[src/rtl/lpc_pkg.sv]
// lpc_pkg: shared register map, reset defaults and FSM state encoding for the LPC autocorrelator.
package lpc_pkg;
    localparam logic [15:0] ADDR_FRAME_LEN  = 16'h0000;
    localparam logic [15:0] ADDR_CTRL       = 16'h0001;
    localparam logic [15:0] ADDR_STATUS     = 16'h0002;
    localparam logic [15:0] ADDR_ZCR_THRESH = 16'h0003;
    localparam logic [15:0] ADDR_SHIFT      = 16'h0004;
    localparam logic [15:0] ADDR_ZCR        = 16'h0005;
    localparam logic [15:0] ADDR_R_BASE     = 16'h0010;
    localparam logic [15:0] RST_FRAME_LEN   = 16'd240;
    localparam logic [15:0] RST_ZCR_THRESH  = 16'd60;
    localparam logic [15:0] RST_SHIFT       = 16'd8;
    typedef enum logic [1:0] {IDLE, SHIFT, MAC, PUBLISH} state_e;
endpackage

[src/rtl/lpc_acorr_regs.sv]
// lpc_acorr_regs: register file, result bank and readback scaling for lpc_autocorr.
//   address_i/read_i/write_i/writedata_i/readdata_o : register bus, readdata registered
//   publish_i/acc_i/zcr_i : end-of-frame copy of accumulators and zero-crossing count
//   overrun_i : dropped-sample event
//   frame_len_o/enable_o/clear_o : configuration to the datapath; clear_o is a same-cycle pulse
//   voiced_o : voicing decision of the last published frame
module lpc_acorr_regs
    import lpc_pkg::*;
#(
    parameter int ORDER     = 10,
    parameter int MAX_FRAME = 1024,
    parameter int ACC_W     = 42
) (
    input  logic                    clk,
    input  logic                    rst,
    input  logic [15:0]             address_i,
    input  logic                    read_i,
    input  logic                    write_i,
    input  logic [15:0]             writedata_i,
    output logic [15:0]             readdata_o,
    input  logic                    publish_i,
    input  logic signed [ACC_W-1:0] acc_i [ORDER+1],
    input  logic [15:0]             zcr_i,
    input  logic                    overrun_i,
    output logic [15:0]             frame_len_o,
    output logic                    enable_o,
    output logic                    clear_o,
    output logic                    voiced_o
);
    logic [15:0] frame_len_q, frame_len_d, thresh_q, thresh_d, shift_q, shift_d;
    logic [15:0] zcr_q, zcr_d, readdata_q, readdata_d, rd_val, r_sat;
    logic enable_q, enable_d, ready_q, ready_d, overrun_q, overrun_d, voiced_q, voiced_d;
    logic wr_fl, wr_ctrl, wr_thr, wr_sh, rd_status, r_hit;
    logic signed [ACC_W-1:0] bank_q [ORDER+1];
    logic signed [ACC_W-1:0] r_sel, r_shr;

    always_comb begin
        wr_fl       = write_i && address_i == ADDR_FRAME_LEN && writedata_i != 16'd0
                      && 32'(writedata_i) <= 32'(MAX_FRAME);
        wr_ctrl     = write_i && address_i == ADDR_CTRL;
        wr_thr      = write_i && address_i == ADDR_ZCR_THRESH;
        wr_sh       = write_i && address_i == ADDR_SHIFT && 32'(writedata_i) <= 32'(ACC_W - 16);
        rd_status   = read_i && address_i == ADDR_STATUS;
        frame_len_d = wr_fl ? writedata_i : frame_len_q;
        enable_d    = wr_ctrl ? writedata_i[0] : enable_q;
        thresh_d    = wr_thr ? writedata_i : thresh_q;
        shift_d     = wr_sh ? writedata_i : shift_q;
        // a set event in the same cycle as a STATUS read keeps the bit set
        ready_d     = publish_i | (ready_q & ~rd_status);
        overrun_d   = overrun_i | (overrun_q & ~rd_status);
        zcr_d       = publish_i ? zcr_i : zcr_q;
        voiced_d    = publish_i ? (zcr_i < thresh_q) : voiced_q;
        r_sel       = '0;
        r_hit       = 1'b0;
        for (int k = 0; k <= ORDER; k++) begin
            if (address_i == ADDR_R_BASE + 16'(k)) begin
                r_sel = bank_q[k];
                r_hit = 1'b1;
            end
        end
        r_shr = r_sel >>> shift_q;
        // fits in 16 bits only when every bit above bit 15 matches the sign bit
        r_sat = (r_shr[ACC_W-1:15] == {(ACC_W-15){r_shr[15]}}) ? r_shr[15:0] :
                (r_shr[ACC_W-1] ? 16'h8000 : 16'h7fff);
        rd_val = address_i == ADDR_FRAME_LEN  ? frame_len_q :
                 address_i == ADDR_CTRL       ? {15'd0, enable_q} :
                 address_i == ADDR_STATUS     ? {13'd0, voiced_q, overrun_q, ready_q} :
                 address_i == ADDR_ZCR_THRESH ? thresh_q :
                 address_i == ADDR_SHIFT      ? shift_q :
                 address_i == ADDR_ZCR        ? zcr_q :
                 r_hit                        ? r_sat : 16'd0;
        readdata_d = read_i ? rd_val : readdata_q;
    end

    always_ff @(posedge clk) begin
        if (rst) begin
            frame_len_q <= RST_FRAME_LEN;
            enable_q    <= 1'b1;
            thresh_q    <= RST_ZCR_THRESH;
            shift_q     <= RST_SHIFT;
            ready_q     <= 1'b0;
            overrun_q   <= 1'b0;
            zcr_q       <= '0;
            voiced_q    <= 1'b0;
            readdata_q  <= '0;
            for (int k = 0; k <= ORDER; k++) bank_q[k] <= '0;
        end else begin
            frame_len_q <= frame_len_d;
            enable_q    <= enable_d;
            thresh_q    <= thresh_d;
            shift_q     <= shift_d;
            ready_q     <= ready_d;
            overrun_q   <= overrun_d;
            zcr_q       <= zcr_d;
            voiced_q    <= voiced_d;
            readdata_q  <= readdata_d;
            for (int k = 0; k <= ORDER; k++) bank_q[k] <= publish_i ? acc_i[k] : bank_q[k];
        end
    end

    assign readdata_o  = readdata_q;
    assign frame_len_o = frame_len_q;
    assign enable_o    = enable_q;
    assign clear_o     = wr_ctrl & writedata_i[1];
    assign voiced_o    = voiced_q;
endmodule

[src/rtl/lpc_autocorr.sv]
// lpc_autocorr: frame-based autocorrelation R[0..ORDER] and zero-crossing voicing detector.
//   clk/rst : system clock, synchronous active-high reset
//   x/v : signed sample and its one-cycle strobe
//   address/read/write/writedata/readdata : register bus (see lpc_pkg for the map)
//   frame_done : one-cycle pulse when a result bank is published
//   voiced : voicing decision of the last completed frame
//   busy : high while a sample is being shifted and multiplied in
module lpc_autocorr
    import lpc_pkg::*;
#(
    parameter int DATA_W    = 16,
    parameter int ORDER     = 10,
    parameter int MAX_FRAME = 1024,
    parameter int ACC_W     = 2*DATA_W + $clog2(MAX_FRAME)
) (
    input  logic                     clk,
    input  logic                     rst,
    input  logic signed [DATA_W-1:0] x,
    input  logic                     v,
    input  logic [15:0]              address,
    input  logic                     read,
    input  logic                     write,
    input  logic [15:0]              writedata,
    output logic [15:0]              readdata,
    output logic                     frame_done,
    output logic                     voiced,
    output logic                     busy
);
    localparam int KW = $clog2(ORDER + 1);

    if (ACC_W < 2*DATA_W + $clog2(MAX_FRAME)) begin : g_acc_w_chk
        $error("ACC_W too narrow for full-precision accumulation");
    end
    if (ORDER < 1 || ORDER > 30) begin : g_order_chk
        $error("ORDER must be within 1..30");
    end

    state_e state_q;
    logic signed [DATA_W-1:0] x_q, h_k;
    logic signed [DATA_W-1:0] hist_q [ORDER+1];
    logic signed [ACC_W-1:0] acc_q [ORDER+1];
    logic signed [ACC_W-1:0] acc_nx [ORDER+1];
    logic signed [2*DATA_W-1:0] prod;
    logic [KW-1:0] k_q;
    logic [15:0] cnt_q, len_q, zcr_q, frame_len;
    logic frame_done_q, busy_q, enable, clear, accept, last_mac, publish, overrun;

    always_comb begin
        h_k = '0;
        for (int k = 0; k <= ORDER; k++) if (k_q == KW'(k)) h_k = hist_q[k];
        prod   = (2*DATA_W)'(hist_q[0]) * (2*DATA_W)'(h_k);
        acc_nx = acc_q;
        for (int k = 0; k <= ORDER; k++)
            if (state_q == MAC && k_q == KW'(k)) acc_nx[k] = acc_q[k] + ACC_W'(prod);
        accept   = state_q == IDLE && v && enable && !clear;
        last_mac = state_q == MAC && k_q == KW'(ORDER);
        // the bank takes acc_nx so the final MAC term lands in the published results
        publish  = last_mac && cnt_q == len_q && !clear;
        overrun  = state_q != IDLE && v && enable && !clear;
    end

    always_ff @(posedge clk) begin
        if (rst || clear) begin
            state_q      <= IDLE;
            x_q          <= '0;
            k_q          <= '0;
            cnt_q        <= '0;
            len_q        <= '0;
            zcr_q        <= '0;
            frame_done_q <= 1'b0;
            busy_q       <= 1'b0;
            for (int k = 0; k <= ORDER; k++) begin
                hist_q[k] <= '0;
                acc_q[k]  <= '0;
            end
        end else begin
            case (state_q)
                IDLE: begin
                    if (accept) begin
                        x_q     <= x;
                        busy_q  <= 1'b1;
                        state_q <= SHIFT;
                        // frame length is frozen at the first sample of each frame
                        if (cnt_q == 16'd0) len_q <= frame_len;
                    end
                end
                SHIFT: begin
                    hist_q[0] <= x_q;
                    for (int k = 1; k <= ORDER; k++) hist_q[k] <= hist_q[k-1];
                    cnt_q <= cnt_q + 16'd1;
                    if (cnt_q != 16'd0 && x_q[DATA_W-1] != hist_q[0][DATA_W-1]) zcr_q <= zcr_q + 16'd1;
                    k_q     <= '0;
                    state_q <= MAC;
                end
                MAC: begin
                    acc_q <= acc_nx;
                    k_q   <= k_q + 1'b1;
                    if (last_mac) begin
                        busy_q       <= 1'b0;
                        frame_done_q <= cnt_q == len_q;
                        state_q      <= cnt_q == len_q ? PUBLISH : IDLE;
                    end
                end
                PUBLISH: begin
                    frame_done_q <= 1'b0;
                    state_q      <= IDLE;
                    cnt_q        <= '0;
                    zcr_q        <= '0;
                    k_q          <= '0;
                    for (int k = 0; k <= ORDER; k++) begin
                        hist_q[k] <= '0;
                        acc_q[k]  <= '0;
                    end
                end
            endcase
        end
    end

    lpc_acorr_regs #(
        .ORDER     (ORDER),
        .MAX_FRAME (MAX_FRAME),
        .ACC_W     (ACC_W)
    ) u_regs (
        .clk         (clk),
        .rst         (rst),
        .address_i   (address),
        .read_i      (read),
        .write_i     (write),
        .writedata_i (writedata),
        .readdata_o  (readdata),
        .publish_i   (publish),
        .acc_i       (acc_nx),
        .zcr_i       (zcr_q),
        .overrun_i   (overrun),
        .frame_len_o (frame_len),
        .enable_o    (enable),
        .clear_o     (clear),
        .voiced_o    (voiced)
    );

    assign frame_done = frame_done_q;
    assign busy       = busy_q;
endmodule

[config.mk]
export PLATFORM = sky130hd
export DESIGN_NAME = lpc_autocorr
export DESIGN_NICKNAME = d
export VERILOG_FILES = /design/src/rtl/lpc_pkg.sv /design/src/rtl/lpc_acorr_regs.sv /design/src/rtl/lpc_autocorr.sv
export SDC_FILE = /design/constraint.sdc
export NUM_CORES = 2
export LEC_CHECK = 0
export CORE_MARGIN = 5
export CORE_UTILIZATION = 40
export CTS_CLUSTER_DIAMETER = 120
export CTS_CLUSTER_SIZE = 16
export DETAILED_ROUTE_END_ITERATION = 10
export GPL_TIMING_DRIVEN = 0
export PLACE_DENSITY = 0.55
export SLEW_MARGIN = 10
export SYNTH_ARGS = -nofsm -noshare
export SYNTH_HDL_FRONTEND = slang
export SYNTH_SLANG_ARGS = --single-unit
[constraint.sdc]
create_clock -name clk -period 16 [get_ports clk]
set_input_delay 3.2 -clock clk [delete_from_list [all_inputs] [get_ports clk]]
set_output_delay 3.2 -clock clk [all_outputs]
set_load 0.05 [all_outputs]
==> impl_metrics.py <==
metrics = {
    "synth": {
        "async_reset_ff_share_pct": 0,
        "synthCells": 11000,
        "yosysMostFrequentCell": "nor2_1",
        "synth-main-ff-cell": "dfxtp_1",
        "syn_area_per_cell_sq_um": 8.08,
        "yosys-top-cells-area": "dfxtp_1 (24%), ha_1 (8.2%), fa_1 (6.1%)",
        "synth_common_cells": "nor2_1 (1219), nand2_1 (1218), dfxtp_1 (1080)",
        "synth-seq-cells": 1256,
        "yosysSeqAreaShare_pct": 30.1,
        "synth_top_area_share_pct": 24.2,
        "syn_area_sq_um": 89300,
        "ys_warn_count": 0,
        "synth_nets": 12000,
        "synth_edf_count": 176,
        "yosysUniqueCellTypes": 108,
        "yosysTopAreaCell": "dfxtp_1",
    },
    "cts": {
        "cts.sinks": 1256,
        "cts_root_buf": "clkbuf_16",
        "h-tree-depth": 3,
        "cts_made_buffers": 91,
        "cts.repair.resized": 0,
        "cts_tree": "built",
        "hold_buffers": 0,
        "clockBufferDepth": 3,
        "worst_skew_pair.late_latency_ns": 0.80,
        "cts_setup_buffers": 0,
        "path_clk_slew_ns": 0.09,
    },
    "detailed_routing": {
        "drtAntennaViolNets": 0,
        "avgViaCountPerCell": 6.35,
        "drt_iter0_drc": 11900,
        "routed-via-count": 91100,
        "first_pass_iters": 9,
        "drc": 0,
        "wl_per_cell_microns": 33.8,
        "wl_mm": 485,
    },
    "sta": {
        "max_freq_ghz": 0.0658,
        "rsz0062_at_grt": "no",
        "setup_violations": 0,
        "maxSlewViolCount": 0,
        "hold_slack_ns": 0.452,
        "fin_skew_ns": 0.0577,
        "fin_crit_ns": 15.19,
        "fin_ws_ns": 0.807,
        "maxSlewHeadroom_pct": 2.73,
        "hold_viol_final": 0,
        "worst_pin_slew_ns": 1.46,
        "fin_crit_sh_pct": 95.0,
    },
    "place": {
        "hpwlAfterDp_mm": 397,
        "dpl.cell_count": 14200,
        "pre_cts_slack_ns": 0.312,
        "place_congestion": 1.04,
        "portBuffers": 68,
    },
    "worst_setup_path": {
        "crit_required_ns": 16.64,
        "start_kind": "register",
        "path_class": "register to register",
        "arrival_ns": 15.83,
        "cpMostUsedCell": "fa_1",
        "cp_slowest_cell": "a21oi_1",
        "endpoint_kind": "register",
        "rr_endpoint": "acc_q[461]",
        "ff2ff_path_depth": 50,
        "r2r-start": "k_q[0]",
        "cp_max_fo": 50,
        "critical-path-max-stage-delay_ns": 0.91,
        "reg2reg_slack_ns": 0.81,
    },
    "status": {
        "violations": "capacitance limit",
        "status": "finished, violations left",
    },
    "global_routing": {
        "top_usage_layer": "met2",
        "track_usage_pct": 40.3,
        "grt_antenna_before_repair": 46,
        "grtUsageMet2_pct": 59.7,
        "met1_usage_pct": 54.6,
        "grt_max_degree": 63,
        "grt_overflow": 0,
        "grt_pass1_wl_mm": 665,
        "grt_util_met3_pct": 9.31,
        "grt_pass1_vias": 84300,
    },
    "floorplanning": {
        "die_h_microns": 482,
        "ios": 72,
        "placementRows": 173,
        "initial_core_util_pct": 40.2,
        "die-area_sq_um": 233000,
        "die_w_microns": 482,
        "core-area_sq_um": 222000,
    },
    "layout": {
        "syn_to_final_growth_pct": 10.6,
        "fin_nets": 12200,
        "multi_input_area_sq_um": 58500,
        "fillers": 22700,
        "finalNonFillerCells": 14400,
        "layout-drive-gt1-share_pct": 4.25,
        "seqCellArea_sq_um": 26900,
    },
    "worst_hold_path": {
        "hold-path-cell-count": 2,
        "hold_path_class": "register to register",
        "min_from": "x_q[6]",
        "hold_end": "x_q[6]",
    },
    "flow_run": {
        "cap_violations": 1,
    },
}
[worst max-delay path, delay by kind of cell (launching register included)]
| family | cells | cell delay (ns) |
|---|---|---|
| xor gates and xnor gates | 2 | 0.37 |
| DFF | 1 | 0.45 |
| and+or+nand+nor | 9 | 1.63 |
| adders and majority gates | 9 | 4.00 |
| AOI/OAI and AO/OA | 18 | 5.48 |
| buffers and inverters | 12 | 2.83 |
[per-layer routing]
metal	vias to the layer above	routed length (microns)
met4	8	31400
met2	4745	202000
li1	40200	-
met5	-	50
met1	45200	202000
met3	903	50100
[cells in the final DEF, fill, tap and decap left out, drive strengths merged, types with 53 or more instances in the layout]
master,netlist,layout
a211oi,378,378
a21o,178,178
a21oi,938,938
a22o,103,103
a22oi,173,173
a31oi,77,77
and2,244,244
and3,244,244
buf,77,200
clkbuf,577,685
clkdlybuf4s50,0,68
dfxtp,1080,1080
edfxtp,176,176
fa,273,273
ha,588,588
inv,464,472
mux2i,133,133
nand2,1218,1218
nand2b,70,70
nand3,274,274
nand4,68,68
nor2,1221,1221
nor2b,81,81
nor3,264,264
nor4,53,53
o211ai,98,98
o21a,65,65
o21ai,623,623
o21bai,55,55
o2bb2ai,62,62
o31ai,63,63
or3,65,65
xnor2,252,252
xor2,207,207
[logic make-up after synthesis]
kind of cell    share of synthesized area (%)
flops                                    30.1
mux                                      1.77
compound gates                           24.1
buf+inv                                  4.80
simple gates                             20.3
fa+ha+maj                                14.4
xor+xnor                                 4.50
[per-stage QoR]
step                      util, %  cell area, sq um  setup TNS [ns]
after floorplan                 -             89300               0
after global placement       42.2             93700        -2200.86
after detailed placement     43.3             96100               0
after CTS                    44.4             98700               0
after global routing         44.4             98700               0
final                        44.5             98800               0
[flip-flops by register name, indices dropped and copies added, names as in the netlist, 2 cells and up]
name / flops
acc_q: 462
cnt_q: 16
hist_q: 176
k_q: 4
len_q: 16
state_q: 2
u_regs.bank_q: 462
u_regs.frame_len_o: 16
u_regs.readdata_o: 16
u_regs.shift_q: 16
u_regs.thresh_q: 16
u_regs.zcr_q: 16
x_q: 16
zcr_q: 16
[worst max path at each step]
stage	start	endpoint	slack, ns	depth (start not counted)
after floorplan	k_q[0]	acc_q[167]	1.61	49
after global placement	k_q[0]	acc_q[167]	-9.63	50
after detailed placement	k_q[0]	acc_q[461]	0.31	51
after CTS	k_q[0]	acc_q[461]	0.19	51
after global routing	k_q[0]	acc_q[461]	0.02	53
final	k_q[0]	acc_q[461]	0.81	50
[area by class of cell]
cell class / instances / area share, %
antenna: 26 / 0.0659
buffer: 653 / 2.63
clock buffer: 108 / 2.41
clock inverter: 12 / 0.177
inverter: 468 / 1.78
multi-input combinational: 8663 / 59.2
sequential: 1256 / 27.2
tap: 2975 / 3.77
timing repair buffer: 192 / 2.73
Power is not shown: default switching activity piles up to over one toggle a cycle in this logic, so the estimate is an artifact.
